[src/rtl/mem_port_arbiter.sv]
// Arbitrates the single-port program/data memory between the CPU and the host loader.
// Define ARB_RR_EN for round-robin tie-breaking; the default build gives the CPU fixed priority.
module mem_port_arbiter #(
  parameter int AW = 5,
  parameter int DW = 8
) (
  input  logic          clk,
  input  logic          rst_,
  input  logic          cpu_req,
  input  logic          cpu_we,
  input  logic [AW-1:0] cpu_addr,
  input  logic [DW-1:0] cpu_wdata,
  output logic          cpu_gnt,
  output logic          cpu_rvalid,
  output logic [DW-1:0] cpu_rdata,
  input  logic          ldr_req,
  input  logic          ldr_we,
  input  logic [AW-1:0] ldr_addr,
  input  logic [DW-1:0] ldr_wdata,
  output logic          ldr_gnt,
  output logic          ldr_rvalid,
  output logic [DW-1:0] ldr_rdata,
  output logic          mem_rd,
  output logic          mem_wr,
  output logic [AW-1:0] mem_addr,
  output logic [DW-1:0] mem_wdata,
  input  logic [DW-1:0] mem_rdata,
  output logic          busy
);

  typedef enum logic [1:0] {
    IDLE    = 2'd0,
    BUS_CPU = 2'd1,
    BUS_LDR = 2'd2,
    RD_WAIT = 2'd3
  } state_t;

  state_t        state_reg;
  logic          sel_reg;       // port of the access in flight: 0 = CPU, 1 = loader
  logic          we_reg;
  logic [1:0]    gnt_reg;
  logic [1:0]    rvalid_reg;
  logic [DW-1:0] rdata_reg [2];
  logic          mem_rd_reg;
  logic          mem_wr_reg;
  logic [AW-1:0] mem_addr_reg;
  logic [DW-1:0] mem_wdata_reg;
`ifdef ARB_RR_EN
  logic          rr_ptr_reg;    // last-granted port
`endif

  logic          any_req;
  logic          win_ldr;
  logic          win_we;
  logic [AW-1:0] win_addr;
  logic [DW-1:0] win_wdata;

  always_comb begin
    any_req = cpu_req | ldr_req;
`ifdef ARB_RR_EN
    win_ldr = ldr_req & (~cpu_req | ~rr_ptr_reg);
`else
    win_ldr = ldr_req & ~cpu_req;
`endif
    win_we    = win_ldr ? ldr_we    : cpu_we;
    win_addr  = win_ldr ? ldr_addr  : cpu_addr;
    win_wdata = win_ldr ? ldr_wdata : cpu_wdata;
  end

  always_ff @(posedge clk) begin
    if (rst_) begin
      state_reg     <= IDLE;
      sel_reg       <= 1'b0;
      we_reg        <= 1'b0;
      gnt_reg       <= 2'b00;
      rvalid_reg    <= 2'b00;
      rdata_reg[0]  <= '0;
      rdata_reg[1]  <= '0;
      mem_rd_reg    <= 1'b0;
      mem_wr_reg    <= 1'b0;
      mem_addr_reg  <= '0;
      mem_wdata_reg <= '0;
`ifdef ARB_RR_EN
      rr_ptr_reg    <= 1'b0;
`endif
    end else begin
      gnt_reg    <= 2'b00;
      rvalid_reg <= 2'b00;
      mem_rd_reg <= 1'b0;
      mem_wr_reg <= 1'b0;
      case (state_reg)
        IDLE: begin
          if (any_req) begin
            sel_reg          <= win_ldr;
            we_reg           <= win_we;
            mem_addr_reg     <= win_addr;
            mem_wdata_reg    <= win_wdata;
            mem_rd_reg       <= ~win_we;
            mem_wr_reg       <= win_we;
            gnt_reg[win_ldr] <= 1'b1;
            state_reg        <= win_ldr ? BUS_LDR : BUS_CPU;
`ifdef ARB_RR_EN
            rr_ptr_reg       <= win_ldr;
`endif
          end
        end
        BUS_CPU, BUS_LDR: begin
          if (we_reg) begin
            state_reg <= IDLE;
          end else begin
            rvalid_reg[sel_reg] <= 1'b1;
            state_reg           <= RD_WAIT;
          end
        end
        RD_WAIT: begin
          rdata_reg[sel_reg] <= mem_rdata;
          state_reg          <= IDLE;
        end
        default: state_reg <= IDLE;
      endcase
    end
  end

  logic [1:0]    rvalid_out;
  logic [DW-1:0] rdata_out [2];

  // Read data passes straight through while its rvalid is up, then is held.
  // rvalid is masked by reset so an aborted read never reports completion.
  generate
    for (genvar gi = 0; gi < 2; gi++) begin : g_port
      assign rvalid_out[gi] = rvalid_reg[gi] & ~rst_;
      assign rdata_out[gi]  = (state_reg == RD_WAIT && sel_reg == 1'(gi)) ? mem_rdata
                                                                          : rdata_reg[gi];
    end
  endgenerate

  assign cpu_gnt    = gnt_reg[0];
  assign ldr_gnt    = gnt_reg[1];
  assign cpu_rvalid = rvalid_out[0];
  assign ldr_rvalid = rvalid_out[1];
  assign cpu_rdata  = rdata_out[0];
  assign ldr_rdata  = rdata_out[1];
  assign mem_rd     = mem_rd_reg;
  assign mem_wr     = mem_wr_reg;
  assign mem_addr   = mem_addr_reg;
  assign mem_wdata  = mem_wdata_reg;
  assign busy       = (state_reg != IDLE);

endmodule

[config.mk]
export PLATFORM = sky130hd
export DESIGN_NAME = mem_port_arbiter
export DESIGN_NICKNAME = d
export VERILOG_FILES = /design/src/rtl/mem_port_arbiter.sv
export SDC_FILE = /design/constraint.sdc
export NUM_CORES = 1
export LEC_CHECK = 0
export ABC_AREA = 1
export CAP_MARGIN = 15
export CELL_PAD_IN_SITES_DETAIL_PLACEMENT = 1
export CELL_PAD_IN_SITES_GLOBAL_PLACEMENT = 2
export CORE_MARGIN = 4
export CORE_UTILIZATION = 24
export DETAILED_ROUTE_END_ITERATION = 7
export GPL_TIMING_DRIVEN = 0
export PLACE_DENSITY_LB_ADDON = 0.1
export SLEW_MARGIN = 0
export SYNTH_ARGS = -nofsm -noshare
export SYNTH_HDL_FRONTEND = slang
export SYNTH_SLANG_ARGS = --single-unit
[constraint.sdc]
create_clock -name clk -period 4 [get_ports clk]
set_input_delay 0.8 -clock clk [delete_from_list [all_inputs] [get_ports clk]]
set_output_delay 0.8 -clock clk [all_outputs]
set_load 0.01 [all_outputs]
==> results of run 1 <==
## power groups by stage
| stage | sequential, mW | combinational, mW | clock, mW |
|---|---|---|---|
| after floorplan | 0.582 | 0.356 | 0 |
| after global routing | 0.568 | 0.786 | 0.332 |
| after detailed placement | 0.565 | 0.699 | 0 |
| final | 0.552 | 0.680 | 0.303 |
| after CTS | 0.556 | 0.703 | 0.316 |
| after global placement | 0.561 | 0.692 | 0 |
## synth_stat cells, drive strengths merged
master	n	area, sq um
a21oi	2	10.0
and2	1	6.26
buf	6	52.5
clkbuf	2	7.51
dfxtp	23	460
edfxtp	16	480
ha	3	37.5
inv	50	190
nand2	83	324
nand3	5	25.0
nor2	63	246
nor3	1	5.00
o21ai	20	111
## per-layer routing
metal / wire length (um) / vias to the layer above / part of all wire (%) / global-route usage (%)
met1: 2430 / 817 / 44 / 14.9
met2: 2580 / 49 / 47 / 20.1
met5: 0 / - / 0 / 0
met3: 416 / 4 / 7.6 / 4.07
met4: 46 / 0 / 0.84 / 3.15
li1: - / 985 / - / -
## layout make-up
| class | count | area [sq um] |
|---|---|---|
| multi-input combinational | 178 | 766 |
| tap | 102 | 128 |
| sequential | 39 | 941 |
| timing repair buffer | 75 | 751 |
| clock buffer | 8 | 105 |
| inverter | 50 | 190 |
| buffer | 8 | 60.1 |
| fill | 1000 | 4870 |
## cells in the final DEF (no fill, tap or decap), drive strengths merged
cell	instances
a21oi	2
and2	1
buf	6
clkbuf	10
clkdlybuf4s50	75
dfxtp	23
edfxtp	16
ha	3
inv	50
nand2	83
nand3	5
nor2	63
nor3	1
o21ai	20
## cell families (layout without fill, tap and decap cells)
family          Yosys count  after routing  share of synthesized area, %
flops                    39             39                          48.1
simple gates            153            153                          31.0
fa+ha+maj                 3              3                          1.92
compound gates           22             22                          6.20
buf+inv                  58            141                          12.8
## how the worst max path moves through the flow
stage | start | to | slack (ps)
floorplan | state_reg[0] | cpu_rdata[0] | 1990
global placement | mem_rdata[6] | ldr_rdata[6] | 1030
detailed placement | mem_rdata[1] | ldr_rdata[1] | 1040
CTS | state_reg[0] | ldr_rdata[0] | 890
global route | state_reg[0] | ldr_rdata[0] | 680
finish | state_reg[0] | ldr_rdata[0] | 940
## stage by stage
| step | power, mW | cells | hold WS (ps) | utilization [%] |
|---|---|---|---|---|
| floorplan | 0.938 | 275 | 453 | - |
| global placement | 1.25 | 452 | 488 | 36.3 |
| detailed placement | 1.26 | 452 | 493 | 36.3 |
| CTS | 1.57 | 460 | 506 | 37.7 |
| global route | 1.69 | 460 | 530 | 37.7 |
| finish | 1.53 | 460 | 495 | 37.7 |
## worst register-to-register path, stage by stage, from the launching register on
cell and delay, ps:
dfxtp_1 340, ha_1 230, nand2_1 260, clkbuf_1 380, nand2_1 350
==> flow_metrics.py, run 1 <==
metrics = {
    "run_status": {
        "outcome": "completed",
    },
    "cts": {
        "h-tree-depth": 2,
        "cts_hold_buffers": 0,
        "numCtsBuffers": 5,
        "postCtsSetupRepairBufs": 0,
        "clk_path_buf_depth": 2,
        "post_cts_resized": 0,
        "cts_tree": "yes",
        "cts_sinks": 39,
        "root_buffer": "clkbuf_8",
        "clk_latency_ps": 290,
        "path_clk_slew_ps": 80,
    },
    "synthesis": {
        "ys_seq_area_share_pct": 48.1,
        "synth_nets": 318,
        "synth_area_sq_mm": 0.00196,
        "syn_inst": 275,
        "yosys_warnings": 0,
        "avgSynthCellArea_sq_um": 7.12,
        "yosys_register_bits": 39,
        "ys_types": 22,
    },
    "sta": {
        "relSlewSlack_pct": 66.5,
        "setup_viol": 0,
        "slew_violations": 0,
        "fin_crit_ps": 3060,
        "fin_crit_sh_pct": 76.6,
        "setup_ws_ps": 938,
        "rsz0062_at_grt": "no",
        "worst_pin_slew_ps": 503,
        "hold_viol": 0,
        "fmax_mhz": 327,
        "fin_setup_tns_ps": 0,
        "skew_ps": 12.9,
    },
    "worst_hold_path": {
        "hold_start": "state_reg[1]",
        "hold_path.class": "reg -> reg",
        "whs_path_depth": 2,
        "hold_end": "state_reg[1]",
    },
    "power_and_ir_drop": {
        "p_switching_mw": 0.534,
        "ir_drop_uv": 139,
        "p_int_mw": 1.00,
        "clockPowerShare_pct": 19.7,
        "p_seq_share_pct": 36.0,
        "swShare_pct": 34.8,
        "p_per_area_mw_per_mm2": 522,
        "p_leak_nw": 1.35,
        "combPwrFrac_pct": 44.3,
    },
    "cells_and_area": {
        "largest_reg_flops": 16,
        "final_nets": 400,
        "drive_above_1_share_pct": 6.42,
        "antenna_cells": 0,
        "final_cell_area_sq_mm": 0.00294,
        "area_delta_synth_final_pct": 50.3,
    },
    "worst_setup_path": {
        "r2r-start": "state_reg[0]",
        "slowest_stage": "clkdlybuf4s50_1",
        "crit_family": "buffers and inverters",
        "critical_path_buf_inv_count": 2,
        "worstSetupStartpointType": "flip-flop",
        "max_stage_delay_ps": 570,
        "cp_common_cell": "nand2_1",
        "reg2reg_depth": 4,
        "crit_path_end_kind": "primary output",
        "r2r_slack_ps": 2080,
        "crit_chain": "ha_1 -> nand2_1 -> clkbuf_1 -> nand2_1 -> o21ai_0 -> clkdlybuf4s50_1",
        "crit_path_max_fanout": 10,
        "critPathKind": "reg -> out",
        "worstPathArrival_ps": 2260,
        "r2r-end": "rdata_reg[1][2]",
        "required_ps": 3200,
        "cp_num_cells": 6,
    },
    "floorplanning": {
        "start_util_pct": 25.1,
        "core_sq_mm": 0.00781,
        "dieWidth_um": 98.3,
        "die_h_um": 98.3,
        "dieArea_sq_mm": 0.00966,
        "ios": 76,
        "rows": 32,
    },
    "drt": {
        "drt-total-wl_um": 5470,
        "drc": 0,
        "vias_per_cell": 4.03,
        "post_drt_wl_per_cell_um": 11.9,
        "drt.antenna.violating_nets": 0,
        "via_count": 1855,
        "drt_iter0_drc": 21,
        "drt-pass1-iter-count": 4,
    },
    "grt": {
        "grt_overflow_total": 0,
        "grt_pass1_wl_um": 9180,
        "antenna_found_initial": 0,
        "grt_pass1_vias": 1868,
        "track_usage_pct": 12.0,
        "grt_max_degree": 13,
    },
    "job": {
        "cap_violations": 0,
    },
    "placed_design": {
        "port_buffers": 75,
        "place_area_sq_mm": 0.00284,
        "dp_slack_ps": 1040,
        "place_congestion": 0.744,
        "dp_hpwl_um": 4210,
    },
}
Note: power is estimated with default switching activity, not from simulation.
==> inputs of run 2 (changes only) <==
Settings changed: CORE_UTILIZATION 24 to 20.
Clock period 4 ns to 2.6 ns, I/O delays scaled along.
==> run 2 against run 1 <==
Compared with the run above:
- combinational power is 53% higher
- total power grew 56%
- final cell count increased by 5.7%
- routed wire length rose by 2.2%
- worst hold slack better by 5.7 ps
- via count shrank 1.4%
- non-clock buffer count is 1 lower
- cell area grew 1.9%
- register-to-register slack lost 1100 ps
- core utilization shrank 5.7 points
- sequential share of layout area down 0.60 points
==> flow_metrics.py, run 2 (synthesis results as in run 1) <==
metrics = {
    "cells_and_area": {
        "drive_above_1_share_pct": 7.56,
        "final_nets": 399,
        "largest_reg_flops": 16,
        "layout_commonest_cell": "nand2_1",
        "layout_common_cells": "nand2_1, clkdlybuf4s50_1, nor2_1",
        "area_delta_synth_final_pct": 53.1,
        "antenna_cells": 0,
        "nFillCells": 1173,
        "final_cell_count_no_fill": 486,
        "final_cell_area_sq_mm": 0.00300,
    },
    "sta": {
        "setup_viol": 0,
        "fin_setup_tns_ps": 0,
        "worst_pin_slew_ps": 519,
        "slew_violations": 0,
        "fin_crit_ps": 2460,
        "fin_crit_sh_pct": 94.7,
        "skew_ps": 2.29,
        "relSlewSlack_pct": 65.4,
        "hold_viol": 0,
        "fmax_mhz": 406,
    },
    "cts": {
        "h-tree-depth": 2,
        "postCtsSetupRepairBufs": 0,
        "numCtsBuffers": 5,
        "clk_path_buf_depth": 2,
        "cts_hold_buffers": 0,
        "root_buffer": "clkbuf_8",
        "path_clk_slew_ps": 70,
        "clk_latency_ps": 290,
        "cts_tree": "yes",
        "cts_sinks": 39,
    },
    "floorplanning": {
        "die_h_um": 107,
        "dieArea_sq_mm": 0.0114,
        "core_sq_mm": 0.00937,
        "ios": 76,
        "dieWidth_um": 107,
        "start_util_pct": 20.9,
        "rows": 35,
    },
    "grt": {
        "antenna_found_initial": 0,
        "grt_pass1_wl_um": 9380,
        "track_usage_pct": 10.4,
        "grt_overflow_total": 0,
        "grt_pass1_vias": 1954,
        "grt_max_degree": 13,
    },
    "run_status": {
        "outcome": "completed",
    },
    "worst_setup_path": {
        "startpoint": "state_reg[0]",
        "critPathKind": "reg -> out",
        "crit_path_end_kind": "primary output",
        "r2r-end": "rdata_reg[0][0]",
        "crit_path_max_fanout": 17,
        "setup.worst_path.end": "ldr_rdata[0]",
        "reg2reg_depth": 6,
        "worstSetupStartpointType": "flip-flop",
        "worstPathArrival_ps": 1940,
        "r2r_slack_ps": 940,
        "r2r-start": "state_reg[0]",
        "required_ps": 2080,
    },
    "drt": {
        "post_drt_wl_per_cell_um": 11.5,
        "via_count": 1829,
        "drc": 0,
        "drt-pass1-iter-count": 4,
        "drt-total-wl_um": 5590,
        "vias_per_cell": 3.76,
        "drt.antenna.violating_nets": 0,
        "drt_iter0_drc": 41,
    },
    "power_and_ir_drop": {
        "p_per_area_mw_per_mm2": 798,
        "p_leak_nw": 1.44,
        "ir_drop_uv": 208,
    },
    "placed_design": {
        "place_congestion": 0.665,
        "dp.cells": 479,
        "port_buffers": 75,
        "dp_hpwl_um": 4340,
        "place_area_sq_mm": 0.00287,
    },
    "worst_hold_path": {
        "hold_path.class": "reg -> reg",
    },
    "job": {
        "cap_violations": 0,
    },
}
-- run 2: changes by cell type in the layout (fill, tap and decap cells not counted), moves of 2 or more --
cell,before,now
clkbuf_1,3,1
clkdlybuf4s50_1,75,67
dlymetal6s2s_1,0,7
o21ai_0,18,15
o21ai_1,1,4
-- run 2: layout make-up --
cell class | count | area (sq um) | area share [%]
clock inverter | 3 | 38.8 | 1.29
tap | 129 | 161 | 5.39
clock buffer | 5 | 68.8 | 2.30
sequential | 39 | 941 | 31.4
buffer | 7 | 56.3 | 1.88
timing repair buffer | 75 | 767 | 25.6
inverter | 50 | 190 | 6.35
multi-input combinational | 178 | 773 | 25.8
-- run 2: power breakdown --
part | leakage [nW] | switching (mW) | internal, mW
Combinational | 1.03 | 0.550 | 0.491
Sequential | 0.356 | 0.0692 | 0.782
Clock | 0.0556 | 0.217 | 0.281
Total | 1.44 | 0.836 | 1.55
-- run 2: how the worst min path moves through the flow --
stage / cells after the start / slack, ps / startpoint / to
5_1_grt: 2 / 530 / state_reg[1] / state_reg[1]
3_5_place_dp: 2 / 480 / state_reg[1] / state_reg[1]
4_1_cts: 2 / 500 / state_reg[1] / state_reg[1]
3_3_place_gp: 2 / 480 / we_reg / we_reg
2_1_floorplan: 2 / 450 / we_reg / we_reg
6_report: 2 / 500 / state_reg[1] / state_reg[1]
-- run 2: layer usage --
metal	GRT usage [%]	share of wire, %	vias up
li1	-	-	978
met3	3.67	7.9	7
met1	12.0	43	794
met5	0	0	-
met4	3.29	1.5	0
met2	18.0	47	50
-- run 2: worst max-delay path: stages (launching register included) --
cell	delay (ps)
dfxtp_1	370
ha_2	230
nand2_2	180
o21ai_0	290
clkdlybuf4s50_1	590
-- run 2: what timing repair did --
| action | 4_1_cts | 5_1_grt |
|---|---|---|
| endpoints found under the setup margin | 16 | 15 |
| hold endpoints to repair | 0 | 0 |
| resized for setup | 4 | 12 |
-- run 2: through the flow --
| step | setup WS (ps) | utilization, % | hold WS, ps | power (mW) |
|---|---|---|---|---|
| 2_1_floorplan | 872 | - | 453 | 1.44 |
| 3_3_place_gp | 105 | 30.6 | 485 | 1.94 |
| 3_5_place_dp | 122 | 30.6 | 483 | 1.95 |
| 4_1_cts | -111 | 31.8 | 500 | 2.46 |
| 5_1_grt | -10.6 | 32.0 | 526 | 2.61 |
| 6_report | 137 | 32.0 | 501 | 2.39 |
==> inputs of run 3 (changes only) <==
Settings changed: CORE_ASPECT_RATIO set to 1.25.
==> run 3 against run 2 <==
Compared with the run above:
- die area about the same
- worst hold slack worse by 11 ps
- sequential share of layout area down 0.63 points
- routed wire length up 2.8%
- sequential power up 0.6%
- worst setup slack better by 120 ps
- flip-flop and latch count unchanged
- fmax up 5.0%
- combinational power about the same
- clock skew up 1.8 ps
- first-iteration DRC count down 49%
- global-route usage up 0.38 points
- largest power group unchanged
- highest routed layer unchanged
==> flow_metrics.py, run 3 (synthesis results as in run 1) <==
metrics = {
    "sta": {
        "setup_viol": 0,
        "setup_ws_ps": 254,
        "rsz0062_at_grt": "no",
        "slew_violations": 0,
        "skew_ps": 4.05,
        "fin_setup_tns_ps": 0,
        "hold_viol": 0,
        "fin_crit_sh_pct": 90.2,
        "fin_crit_ps": 2350,
        "worst_pin_slew_ps": 532,
        "hold_slack_ps": 490,
        "relSlewSlack_pct": 64.5,
        "fmax_mhz": 426,
    },
    "cells_and_area": {
        "area_delta_synth_final_pct": 56.3,
        "layout_common_cells": "nand2_1, clkdlybuf4s50_1, nor2_1",
        "antenna_cells": 0,
        "final_cell_count_no_fill": 483,
        "layout_commonest_cell": "nand2_1",
        "nFillCells": 1169,
        "final_nets": 399,
        "largest_reg_flops": 16,
        "drive_above_1_share_pct": 7.56,
    },
    "placed_design": {
        "dp_slack_ps": 126,
        "dp.cells": 476,
        "place_congestion": 0.700,
        "port_buffers": 75,
        "dp_hpwl_um": 4510,
    },
    "power_and_ir_drop": {
        "ir_drop_uv": 276,
        "p_leak_nw": 1.44,
        "p_per_area_mw_per_mm2": 876,
    },
    "floorplanning": {
        "ios": 76,
        "dieWidth_um": 96.5,
        "core_sq_mm": 0.00961,
        "dieArea_sq_mm": 0.0114,
        "die_h_um": 119,
        "rows": 40,
        "start_util_pct": 20.4,
    },
    "cts": {
        "root_buffer": "clkbuf_16",
        "h-tree-depth": 2,
        "cts_sinks": 39,
        "clk_latency_ps": 280,
        "cts_hold_buffers": 0,
        "clk_path_buf_depth": 2,
        "path_clk_slew_ps": 60,
        "numCtsBuffers": 5,
        "cts_tree": "yes",
        "postCtsSetupRepairBufs": 0,
    },
    "grt": {
        "grt_pass1_vias": 1905,
        "grt_max_degree": 13,
        "antenna_found_initial": 0,
        "grt_pass1_wl_um": 9430,
        "grt-busiest-layer": "met2",
        "met2_usage_pct": 19.6,
        "track_usage_pct": 10.8,
        "met1_usage_pct": 12.0,
        "grt_overflow_total": 0,
        "use_met3_pct": 2.55,
    },
    "run_status": {
        "outcome": "completed",
    },
    "worst_setup_path": {
        "critPathKind": "reg -> out",
        "required_ps": 2080,
        "worstPathArrival_ps": 1830,
        "reg2reg_depth": 6,
        "crit_path_end_kind": "primary output",
        "crit_path_max_fanout": 17,
        "worstSetupStartpointType": "flip-flop",
    },
    "drt": {
        "vias_per_cell": 3.78,
        "drt.antenna.violating_nets": 0,
        "drt-total-wl_um": 5750,
        "drt_iter0_drc": 21,
        "via_count": 1828,
        "drt-pass1-iter-count": 2,
        "drc": 0,
        "post_drt_wl_per_cell_um": 11.9,
    },
    "job": {
        "cap_violations": 0,
    },
    "worst_hold_path": {
        "whs_path_depth": 2,
        "hold_path.class": "reg -> reg",
    },
}
[run 3: cell count changes in the layout (fill, tap and decap cells not counted), sizes merged]
cell / before / now
bufinv: 1 / 2
clkbuf: 6 / 7
clkdlybuf4s50: 67 / 66
clkinv: 2 / 0
dlygate4sd2: 1 / 6
dlymetal6s2s: 7 / 3
[run 3: path summary, 6_finish.rpt]
kind	startpoint	slack, ps	endpoint
worst min-delay path	we_reg	490	we_reg
worst max register to register	state_reg[0]	940	rdata_reg[0][5]
worst max-delay path	state_reg[0]	250	ldr_rdata[5]
worst min register to register	we_reg	490	we_reg
[run 3: critical path: stages, from the launching register on]
cell and delay (ps):
dfxtp_1 370, ha_2 220, nand2_2 180, o21ai_0 210, clkdlybuf4s50_1 570
[run 3: area by class of cell]
class | instances | area, sq um | share of cell area (%)
Multi-Input combinational cell | 178 | 773 | 25.3
Tap cell | 126 | 158 | 5.16
Timing Repair Buffer | 75 | 751 | 24.5
Inverter | 50 | 190 | 6.22
Sequential cell | 39 | 941 | 30.8
Buffer | 7 | 56.3 | 1.84
Clock buffer | 6 | 129 | 4.21
Clock inverter | 2 | 60.1 | 1.96
[run 3: layer usage]
metal / wire length [um] / share of wire [%]
met3: 336 / 5.8
met5: 0 / 0
met2: 2890 / 50
met1: 2440 / 42
met4: 78 / 1.4
[run 3: metrics by stage]
| stage | instance area [sq um] | power, mW | utilization (%) |
|---|---|---|---|
| after detailed placement | 2870 | 1.95 | 29.8 |
| after global routing | 3060 | 2.90 | 31.8 |
| after global placement | 2870 | 1.94 | 29.8 |
| after CTS | 3060 | 2.75 | 31.8 |
| final | 3060 | 2.68 | 31.8 |
| after floorplan | 1960 | 1.44 | - |
[run 3: where the power goes]
group          internal, mW  switching [mW]  total (mW)
Combinational         0.483           0.552        1.04
Clock                 0.550           0.237       0.787
Sequential            0.783          0.0720       0.856
[run 3: what timing repair did]
item | in CTS | in global routing
pin swaps | 0 | 0
endpoints found under the setup margin | 16 | 6
resized for setup | 11 | 3
